<file path="src/rtl/vrf_pkg.sv">
// Shared definitions for the vector register file.
//   - Default geometry: DefLanes lanes of DefLaneW bits, DefR0Init reset contents of register 0.
//   - vrf_state_t: initialisation sequencer states.
//   - lane_get / lane_merge: lane helpers for the default geometry.
package vrf_pkg;

  localparam int unsigned DefNumRegs = 16;
  localparam int unsigned DefLanes   = 8;
  localparam int unsigned DefLaneW   = 16;
  localparam int unsigned DefVw      = DefLanes * DefLaneW;

  localparam logic [DefVw-1:0] DefR0Init = 128'h000C000F00050001000B00030008000A;

  typedef enum logic {
    INIT  = 1'b0,
    READY = 1'b1
  } vrf_state_t;

  // Lane idx of a default-geometry vector.
  function automatic logic [DefLaneW-1:0] lane_get(input logic [DefVw-1:0] v,
                                                   input int unsigned idx);
    return v[idx*DefLaneW +: DefLaneW];
  endfunction

  // Lanes with mask bit set come from new_v, the rest from old_v.
  function automatic logic [DefVw-1:0] lane_merge(input logic [DefVw-1:0]    old_v,
                                                  input logic [DefVw-1:0]    new_v,
                                                  input logic [DefLanes-1:0] mask);
    logic [DefVw-1:0] res;
    res = old_v;
    for (int unsigned i = 0; i < DefLanes; i++) begin
      if (mask[i]) res[i*DefLaneW +: DefLaneW] = new_v[i*DefLaneW +: DefLaneW];
    end
    return res;
  endfunction

endpackage

</file>
<file path="src/rtl/vrf_scoreboard.sv">
// Per-register pending-write scoreboard.
//   clk, rst_n       : clock, asynchronous active-low reset (clears all busy bits)
//   clr_en, clr_idx  : clear the busy bit of clr_idx (a write has landed)
//   set_en, set_idx  : set the busy bit of set_idx (producer issued); wins over a same-index clear
//   ra1, ra2         : read taps
//   busy1, busy2     : registered busy bit for ra1 / ra2 (no same-cycle bypass)
// The top index is the PC alias and is never busy.
module vrf_scoreboard
  import vrf_pkg::*;
#(
  parameter int unsigned NUM_REGS = DefNumRegs,
  localparam int unsigned AW = $clog2(NUM_REGS)
) (
  input  logic          clk,
  input  logic          rst_n,
  input  logic          clr_en,
  input  logic [AW-1:0] clr_idx,
  input  logic          set_en,
  input  logic [AW-1:0] set_idx,
  input  logic [AW-1:0] ra1,
  input  logic [AW-1:0] ra2,
  output logic          busy1,
  output logic          busy2
);

  logic [NUM_REGS-1:0] busy_q, busy_d;

  always_comb begin
    busy_d = busy_q;
    if (clr_en) busy_d[clr_idx] = 1'b0;
    // Applied after the clear so a same-index set wins.
    if (set_en) busy_d[set_idx] = 1'b1;
    busy_d[NUM_REGS-1] = 1'b0;
  end

  always_ff @(posedge clk or negedge rst_n) begin
    if (!rst_n) begin
      busy_q <= '0;
    end else begin
      busy_q <= busy_d;
    end
  end

  assign busy1 = busy_q[ra1];
  assign busy2 = busy_q[ra2];

endmodule

</file>
<file path="src/rtl/vector_register_file.sv">
// Vector register file for the SIMD decode stage.
//   clk, rst_n     : clock, asynchronous active-low reset
//   ra1/ra2        : read addresses; rd1/rd2 combinational read data
//   busy1/busy2    : registered scoreboard bit for ra1/ra2
//   we, wa, wmask, wd : lane-masked write port, bypassed to the read ports in the same cycle
//   sb_set, sb_idx : mark a register as having a pending producer
//   pc_in          : value returned for index NUM_REGS-1 (not stored)
//   ready          : initialisation sequence complete
// After reset a sequencer writes R0_INIT to register 0 and zeros to 1..NUM_REGS-2, one per
// cycle; writes, scoreboard sets and read data are suppressed until it finishes.
module vector_register_file
  import vrf_pkg::*;
#(
  parameter int unsigned NUM_REGS = DefNumRegs,
  parameter int unsigned LANES    = DefLanes,
  parameter int unsigned LANE_W   = DefLaneW,
  parameter logic [LANES*LANE_W-1:0] R0_INIT = DefR0Init,
  localparam int unsigned AW = $clog2(NUM_REGS),
  localparam int unsigned VW = LANES * LANE_W
) (
  input  logic             clk,
  input  logic             rst_n,
  input  logic [AW-1:0]    ra1,
  input  logic [AW-1:0]    ra2,
  output logic [VW-1:0]    rd1,
  output logic [VW-1:0]    rd2,
  output logic             busy1,
  output logic             busy2,
  input  logic             we,
  input  logic [AW-1:0]    wa,
  input  logic [LANES-1:0] wmask,
  input  logic [VW-1:0]    wd,
  input  logic             sb_set,
  input  logic [AW-1:0]    sb_idx,
  input  logic [VW-1:0]    pc_in,
  output logic             ready
);

  localparam logic [AW-1:0] TopIdx  = AW'(NUM_REGS - 1);
  localparam logic [AW-1:0] LastIdx = AW'(NUM_REGS - 2);

  vrf_state_t    state_q, state_d;
  logic [AW-1:0] cnt_q, cnt_d;

  logic          init_we;
  logic [VW-1:0] init_data;
  logic          wr_en;
  logic          sb_set_en;
  logic          sb_busy1, sb_busy2;

  // Storage for indices 0..NUM_REGS-2 only; no reset so it can map to LUT RAM.
  logic [VW-1:0] mem [NUM_REGS-1];

  // ---------------------------------------------------------------------------
  // Initialisation sequencer
  // ---------------------------------------------------------------------------
  always_comb begin
    state_d = state_q;
    cnt_d   = cnt_q;
    init_we = 1'b0;
    unique case (state_q)
      INIT: begin
        init_we = 1'b1;
        cnt_d   = cnt_q + AW'(1);
        if (cnt_q == LastIdx) state_d = READY;
      end
      READY: begin
        state_d = READY;
      end
      default: begin
        state_d = INIT;
      end
    endcase
  end

  always_ff @(posedge clk or negedge rst_n) begin
    if (!rst_n) begin
      state_q <= INIT;
      cnt_q   <= '0;
    end else begin
      state_q <= state_d;
      cnt_q   <= cnt_d;
    end
  end

  assign ready     = (state_q == READY);
  assign init_data = (cnt_q == '0) ? R0_INIT : '0;

  // Writes to the PC alias are dropped; they also never touch the scoreboard.
  assign wr_en     = ready && we && (wa != TopIdx);
  assign sb_set_en = ready && sb_set;

  // ---------------------------------------------------------------------------
  // Storage
  // ---------------------------------------------------------------------------
  always_ff @(posedge clk) begin
    if (init_we) begin
      mem[cnt_q] <= init_data;
    end else if (wr_en) begin
      for (int unsigned i = 0; i < LANES; i++) begin
        if (wmask[i]) mem[wa][i*LANE_W +: LANE_W] <= wd[i*LANE_W +: LANE_W];
      end
    end
  end

  // ---------------------------------------------------------------------------
  // Read ports: PC alias, otherwise stored data with per-lane write-through bypass
  // ---------------------------------------------------------------------------
  function automatic logic [VW-1:0] read_port(input logic [AW-1:0]    ra,
                                              input logic [VW-1:0]    stored,
                                              input logic             byp_en,
                                              input logic [AW-1:0]    byp_addr,
                                              input logic [LANES-1:0] byp_mask,
                                              input logic [VW-1:0]    byp_data,
                                              input logic [VW-1:0]    pc);
    logic [VW-1:0] v;
    v = stored;
    for (int unsigned i = 0; i < LANES; i++) begin
      if (byp_en && (byp_addr == ra) && byp_mask[i]) begin
        v[i*LANE_W +: LANE_W] = byp_data[i*LANE_W +: LANE_W];
      end
    end
    if (ra == TopIdx) v = pc;
    return v;
  endfunction

  always_comb begin
    rd1 = '0;
    rd2 = '0;
    if (ready) begin
      rd1 = read_port(ra1, mem[ra1], wr_en, wa, wmask, wd, pc_in);
      rd2 = read_port(ra2, mem[ra2], wr_en, wa, wmask, wd, pc_in);
    end
  end

  // ---------------------------------------------------------------------------
  // Scoreboard
  // ---------------------------------------------------------------------------
  vrf_scoreboard #(
    .NUM_REGS(NUM_REGS)
  ) u_scoreboard (
    .clk     (clk),
    .rst_n   (rst_n),
    .clr_en  (wr_en),
    .clr_idx (wa),
    .set_en  (sb_set_en),
    .set_idx (sb_idx),
    .ra1     (ra1),
    .ra2     (ra2),
    .busy1   (sb_busy1),
    .busy2   (sb_busy2)
  );

  assign busy1 = ready & sb_busy1;
  assign busy2 = ready & sb_busy2;

endmodule

</file>
<file path="config.mk">
export PLATFORM = sky130hd
export DESIGN_NAME = vector_register_file
export DESIGN_NICKNAME = d
export VERILOG_FILES = /design/src/rtl/vrf_pkg.sv /design/src/rtl/vrf_scoreboard.sv /design/src/rtl/vector_register_file.sv
export SDC_FILE = /design/constraint.sdc
export NUM_CORES = 2
export LEC_CHECK = 0
export BUFFER_PORTS_ARGS = -buffer_cell sky130_fd_sc_hd__buf_2
export CORE_ASPECT_RATIO = 0.5
export CORE_MARGIN = 4
export CORE_UTILIZATION = 45
export CTS_CLUSTER_DIAMETER = 50
export DETAILED_ROUTE_END_ITERATION = 8
export PLACE_DENSITY = 0.69
export SLEW_MARGIN = 10
export SYNTH_ARGS = -nofsm -noshare
export SYNTH_HDL_FRONTEND = slang
export SYNTH_SLANG_ARGS = --single-unit
</file>
<file path="constraint.sdc">
create_clock -name clk -period 3.96 [get_ports clk]
set_input_delay 0.198 -clock clk [delete_from_list [all_inputs] [get_ports clk]]
set_output_delay 0.198 -clock clk [all_outputs]
set_load 0.05 [all_outputs]
</file>
# Word level (Yosys, flattened, before mapping)
# Memories as Yosys holds them, arrays and structs flattened.
# Index checks and enable logic that the tools add are counted.
dict set report word_totals {
  inputBits 284
  ramBits 1920
  reg_bits 20
  n_memories 1
}
dict set report classes {
  add_sub_neg 1
  reduce_logical 25
  bitwise_logic 6
  eq_ne 6
  muxes 69
  order_cmp 6
}
# name words word_bits rd rd_clocked_by_memory_dff write_ports line_no
set mem_list {}
lappend mem_list {mem 15 128 2 0 1 vector_register_file.sv:52} ;# logic [VW-1:0] mem [NUM_REGS-1];
# operator count
set ops {}
lappend ops {{two-way mux 128 bit} 5}
lappend ops {{two-way mux 16 bit} 16}
lappend ops {{OR reduction 128 bit} 1}
lappend ops {{two-way mux 116 bit} 1}
lappend ops {{two-way mux 1 bit} 38}
lappend ops {{two-way mux 15 bit} 2}
lappend ops {{logical AND 1 bit} 23}
lappend ops {{< comparator 4 x 5 -> 1 bit, second input constant} 4}
lappend ops {{AND 15 bit} 1}
lappend ops {{NOT 15 bit} 1}
lappend ops {{bitwise OR 15 bit} 1}
lappend ops {{== test 4 bit, second input constant} 3}
lappend ops {{binary-select mux 1 bit (select 4 bit)} 2}
lappend ops {{demux 1 bit (select 4 bit)} 2}
lappend ops {{== test 4 bit} 2}
lappend ops {{greater-or-equal comparator 4 x 1 -> 1 bit, second input constant} 2}
lappend ops {{two-way mux 8 bit} 1}
lappend ops {{adder 4 x 1 -> 4 bit, second input constant} 1}
lappend ops {{logical NOT 4 bit} 1}
lappend ops {{two-way mux 4 bit} 1}
lappend ops {{inequality test 4 bit, second input constant} 1}
lappend ops {{AND 1 bit} 2}
lappend ops {{one-hot mux 1 bit (2 select lines)} 1}
lappend ops {{NOT 1 bit} 1}

# Longest topological paths before layout
dict set report logic_depth {
  word_depth 9
  depth_mapped 10
}

# By module
# Synthesis repeated with hierarchy kept, for this count alone.
dict set report hier_totals {
  cells_unflattened 6521
  hier_area_um2 96526.3
}
# mod seq_area_each_um2 instances area_per_inst_um2 cells_per_inst
set modules_own_cells {}
lappend modules_own_cells {vector_register_file 57780.4 1 95640.5 6438}
lappend modules_own_cells {vrf_scoreboard 375.4 1 885.8 83}

# Least setup slack after synthesis
# OpenSTA, ideal clock, no wires.
dict set report synth_timing {
  path_type {register to register}
  start {register state_q, in the netlist ready}
  end {memory mem[3][100] (netlist name) (enable)}
  setup_ns 0.409
  arrival_ns 3.304
  path_stages_with_launch 9
  n_path_buf 3
  slack_ns 0.246
  required_time_ns 3.551
  path_cell_list {dfrtp_1 and2_1 buf_2 o21a_1 a21boi_1 buf_4 mux2_2 buf_2 nor3_1}
}
dict set report synth_via {
  elab_chain_cells 7
}
# item line_no
set synth_lines {}
lappend synth_lines {{start: declaration} vector_register_file.sv:42} ;# vrf_state_t state_q, state_d;
lappend synth_lines {{start signal: assignment} vector_register_file.sv:81} ;# state_q <= state_d;
lappend synth_lines {{logical AND 1 bit (2 in series)} vector_register_file.sv:90} ;# assign wr_en = ready && we && (wa != TopIdx);
lappend synth_lines {{two-way mux 1 bit} vector_register_file.sv:99} ;# end else if (wr_en) begin
lappend synth_lines {{two-way mux 1 bit} vector_register_file.sv:97} ;# if (init_we) begin
lappend synth_lines {{two-way mux 1 bit (implied by the code)} vector_register_file.sv:101} ;# if (wmask[i]) mem[wa][i*LANE_W +: LANE_W] <= wd[i*LANE_W +: LANE_W];
lappend synth_lines {{OR reduction 128 bit (no source line)} n/a}
lappend synth_lines {{two-way mux 4 bit (no source line) / two-way mux 8 bit (equally long branches)} n/a}
lappend synth_lines {{end: declaration} vector_register_file.sv:52}
# Several ways; a longest one is shown, not always the timed one.

# Final worst setup path
dict set report layout_timing {
  start {register state_q, in the netlist ready}
  end {output port rd1[98]}
}
dict set report layout_via {
  elab_chain_cells 7
}
# item line_no
set layout_lines {}
lappend layout_lines {{logical AND 1 bit (2 in series)} vector_register_file.sv:90}
lappend layout_lines {{logical AND 1 bit (2 in series)} vector_register_file.sv:119} ;# if (byp_en && (byp_addr == ra) && byp_mask[i]) begin
lappend layout_lines {{two-way mux 16 bit} vector_register_file.sv:119}
lappend layout_lines {{two-way mux 128 bit} vector_register_file.sv:123} ;# if (ra == TopIdx) v = pc;
lappend layout_lines {{two-way mux 128 bit (*)} vector_register_file.sv:130} ;# if (ready) begin
lappend layout_lines {{end: declaration} vector_register_file.sv:25} ;# output logic [VW-1:0] rd1,
# Mark *: on every way between the ends. The rest lies on a longest branch, timed or not.

==> reports/metrics.yaml <==
cts:
  cts.clk_slew.worst_paths_ns: 0.06
  clockBufferDepth: 4
  clk-insertion-delay-late_ns: 0.84
  htree_num_levels: 4
  cts_tree: "yes"
  clockRootBuffer: "clkbuf_16"
  cts.sinks: 1940
  numCtsBuffers: 188
synthesis:
  yosysMostFrequentCell: "edfxtp_1"
  synth_simple_gate_area_share_pct: 4.192
  synth_nets: 6489
  syn-cell-area_sq_mm: 0.09559
  avgSynthCellArea_sq_um: 15.41
  synth-compound-area-share_pct: 10.92
  synth_top_area_cell: "edfxtp_1"
  synth-xor-area-share_pct: 0.1008
  ys_ff_latch: 1940
  postSynthCellCount: 6202
  synth_top_family_by_area: "multiplexers"
  yosys_warnings: 0
  ys_top_cells_by_count: "edfxtp_1 (1,920), mux4_2 (589), mux2i_1 (544)"
  synthArstFlopShare_pct: 1.031
  yosysUniqueCellTypes: 63
  synth_ff_type: "edfxtp_1"
  muxShareOfSynthArea_pct: 20.92
  yosys-top-cells-area: "edfxtp_1 (60%), mux4_2 (14%), mux2i_1 (5.7%)"
  yosys.area_share.adder_pct: 0.03927
  yosysTopAreaCellShare_pct: 60.31
  synth_edf_count: 1920
  synth_seq_area_share_pct: 60.84
route:
  post-route-drc-count: 0
  via_count: 66920
  drtPass1Iterations: 6
  finalWirelength_mm: 322.0
  avgRoutedWirePerCell_um: 32.72
  drt_iter0_drc: 9700
  vias_per_cell: 6.798
  antenna_left: 0
power_and_ir_drop:
  fin_total_pwr_mw: 46.41
  powerDensity_mw_per_mm2: 419.8
  vdd_drop_max_mv: 0.3436
  leakagePower_nw: 40.02
layout:
  nets: 7134
  stdcell_area_sq_mm: 0.1106
  fillers: 16990
  instances_no_fill: 9843
  drive_gt1_share_pct: 29.71
  area_delta_synth_final_pct: 15.67
setup_path:
  cp-end-kind: "primary output"
  cp_max_fo: 41
  slowest_stage: "and3_1"
  path_buf_inv: 3
  crit_top_cell: "a21oi_1"
  crit_family: "simple AND/OR/NAND/NOR gates"
  path_depth: 8
  critPathRequiredTime_ns: 3.76
  setup.worst_path.start: "ready$_DFF_PN0_"
  max_stage_delay_ns: 0.84
  start_kind: "flip-flop"
  crit_arrival_ns: 3.75
  cp_cell_sequence: "and2_1 -> o21a_2 -> buf_12 -> and3_1 -> buf_4 -> a21oi_1 -> a21oi_1 -> buf_2"
  path_class: "flip-flop to primary output"
  r2r_start: "ready$_DFF_PN0_"
  r2r_cells: 7
timing:
  tightest_slew_ns: 1.326
  setup_tns_ns: 0
  setup_viol: 0
  final_hold_viol_count: 0
  finalClockSkew_ns: 0.03394
  slew-limit-headroom_pct: 11.12
  min_period_ns: 3.944
  drv_slew: 0
  fmax_ghz: 0.2536
  period_share_pct: 99.59
  fin_ws_ns: 0.01615
floorplan:
  rows: 119
  fp.dieW_um: 659.8
  core_sq_mm: 0.2108
  start_util_pct: 45.34
  dieArea_sq_mm: 0.2203
  chipHeight_um: 333.9
  io_pins: 543
place:
  dpl-instance-area_sq_mm: 0.1038
  port_buffers: 542
  place_inst: 9414
  hpwl_mm: 204.1
  place_congestion: 0.9020
  post-place-ws_ns: 0.4961
grt:
  track_usage_pct: 28.37
  grt_pass1_wl_mm: 457.6
  grt_overflow: 0
  grt_pass1_vias: 65430
  grt_max_degree: 175
  antenna_found_initial: 22
run:
  maxCapViolCount: 0
min_path:
  min-delay-start: "wd[32]"
  hold_path_class: "primary input to flip-flop"
  hold_path_depth: 2
run_status:
  run_status: "finished, final reports clean"
where the power goes:
part | switching (mW) | internal [mW]
combinational | 4.21 | 1.89
sequential | 0.0388 | 22.7
clock | 7.80 | 9.81
total | 12.1 | 34.4
final cells by class:
class / count / area [sq um] / share of cell area, %
diodes: 13 / 32.53 / 0.02942
well taps: 2843 / 3557 / 3.217
repair buffers: 1030 / 7541 / 6.820
multi-input cells: 3682 / 35440 / 32.05
clock inverters: 100 / 940.9 / 0.8509
flip-flops and latches: 1940 / 58160 / 52.60
clock buffers: 230 / 4883 / 4.417
inverters: 5 / 18.77 / 0.01697
repair_timing:
action,CTS,global route
resized for setup,0,3
setup buffers,0,0
endpoints found under the setup margin,0,19
hold endpoints to repair,849,0
hold buffers,86,0
sequential cells by signal, indices dropped and copies added, names as in the netlist:
name,cells
cnt_q,4
mem,1920
ready,1
u_scoreboard.busy_q,15
cells in the final DEF (no fill, tap or decap), types with 41 or more instances in the layout:
master	n
a211oi_1	79
a21o_1	45
a21oi_1	469
a22oi_1	70
a31oi_1	46
and2_1	112
buf_12	65
buf_2	511
buf_4	359
clkbuf_1	41
clkbuf_16	189
dlygate4sd3_1	86
edfxtp_1	1920
mux2_2	114
mux2i_1	539
mux4_2	589
nand2_1	169
nor2_1	142
nor2b_1	65
nor3_2	119
o211ai_1	96
o21ai_0	319
o221ai_1	205
o22ai_1	179
or3_1	65
final timing paths:
path                                                     to  slack [ns]
setup / recovery                                    rd1[98]        0.02
hold / removal                         mem[9][32]$_DFFE_PP_        0.01
setup reg to reg           u_scoreboard.busy_q[8]$_DFF_PN0_        0.35
hold reg to reg            u_scoreboard.busy_q[6]$_DFF_PN0_        0.54
max in group asynchronous                   ready$_DFF_PN0_        2.59
min in group asynchronous  u_scoreboard.busy_q[8]$_DFF_PN0_        0.68
layer usage:
layer,part of all wire (%),global-route usage [%]
met5,0.024,0
met1,36,37.38
met4,6.3,15.48
met3,12,5.912
met2,46,44.37
logic make-up after synthesis:
group / Yosys count
compound gates: 1636
xor+xnor: 11
fa+ha+maj: 3
buf+inv: 580
flops: 1940
mux: 1247
simple gates: 785
per-stage QoR:
stage	util, %	hold slack, ns
3_5_place_dp	49.25	0.1740
6_report	52.45	0.01120
4_1_cts	52.42	0.0002418
3_3_place_gp	49.25	0.1736
2_1_floorplan	-	-0.09759
5_1_grt	52.43	0.02091
(Power assumes the default switching activity.)
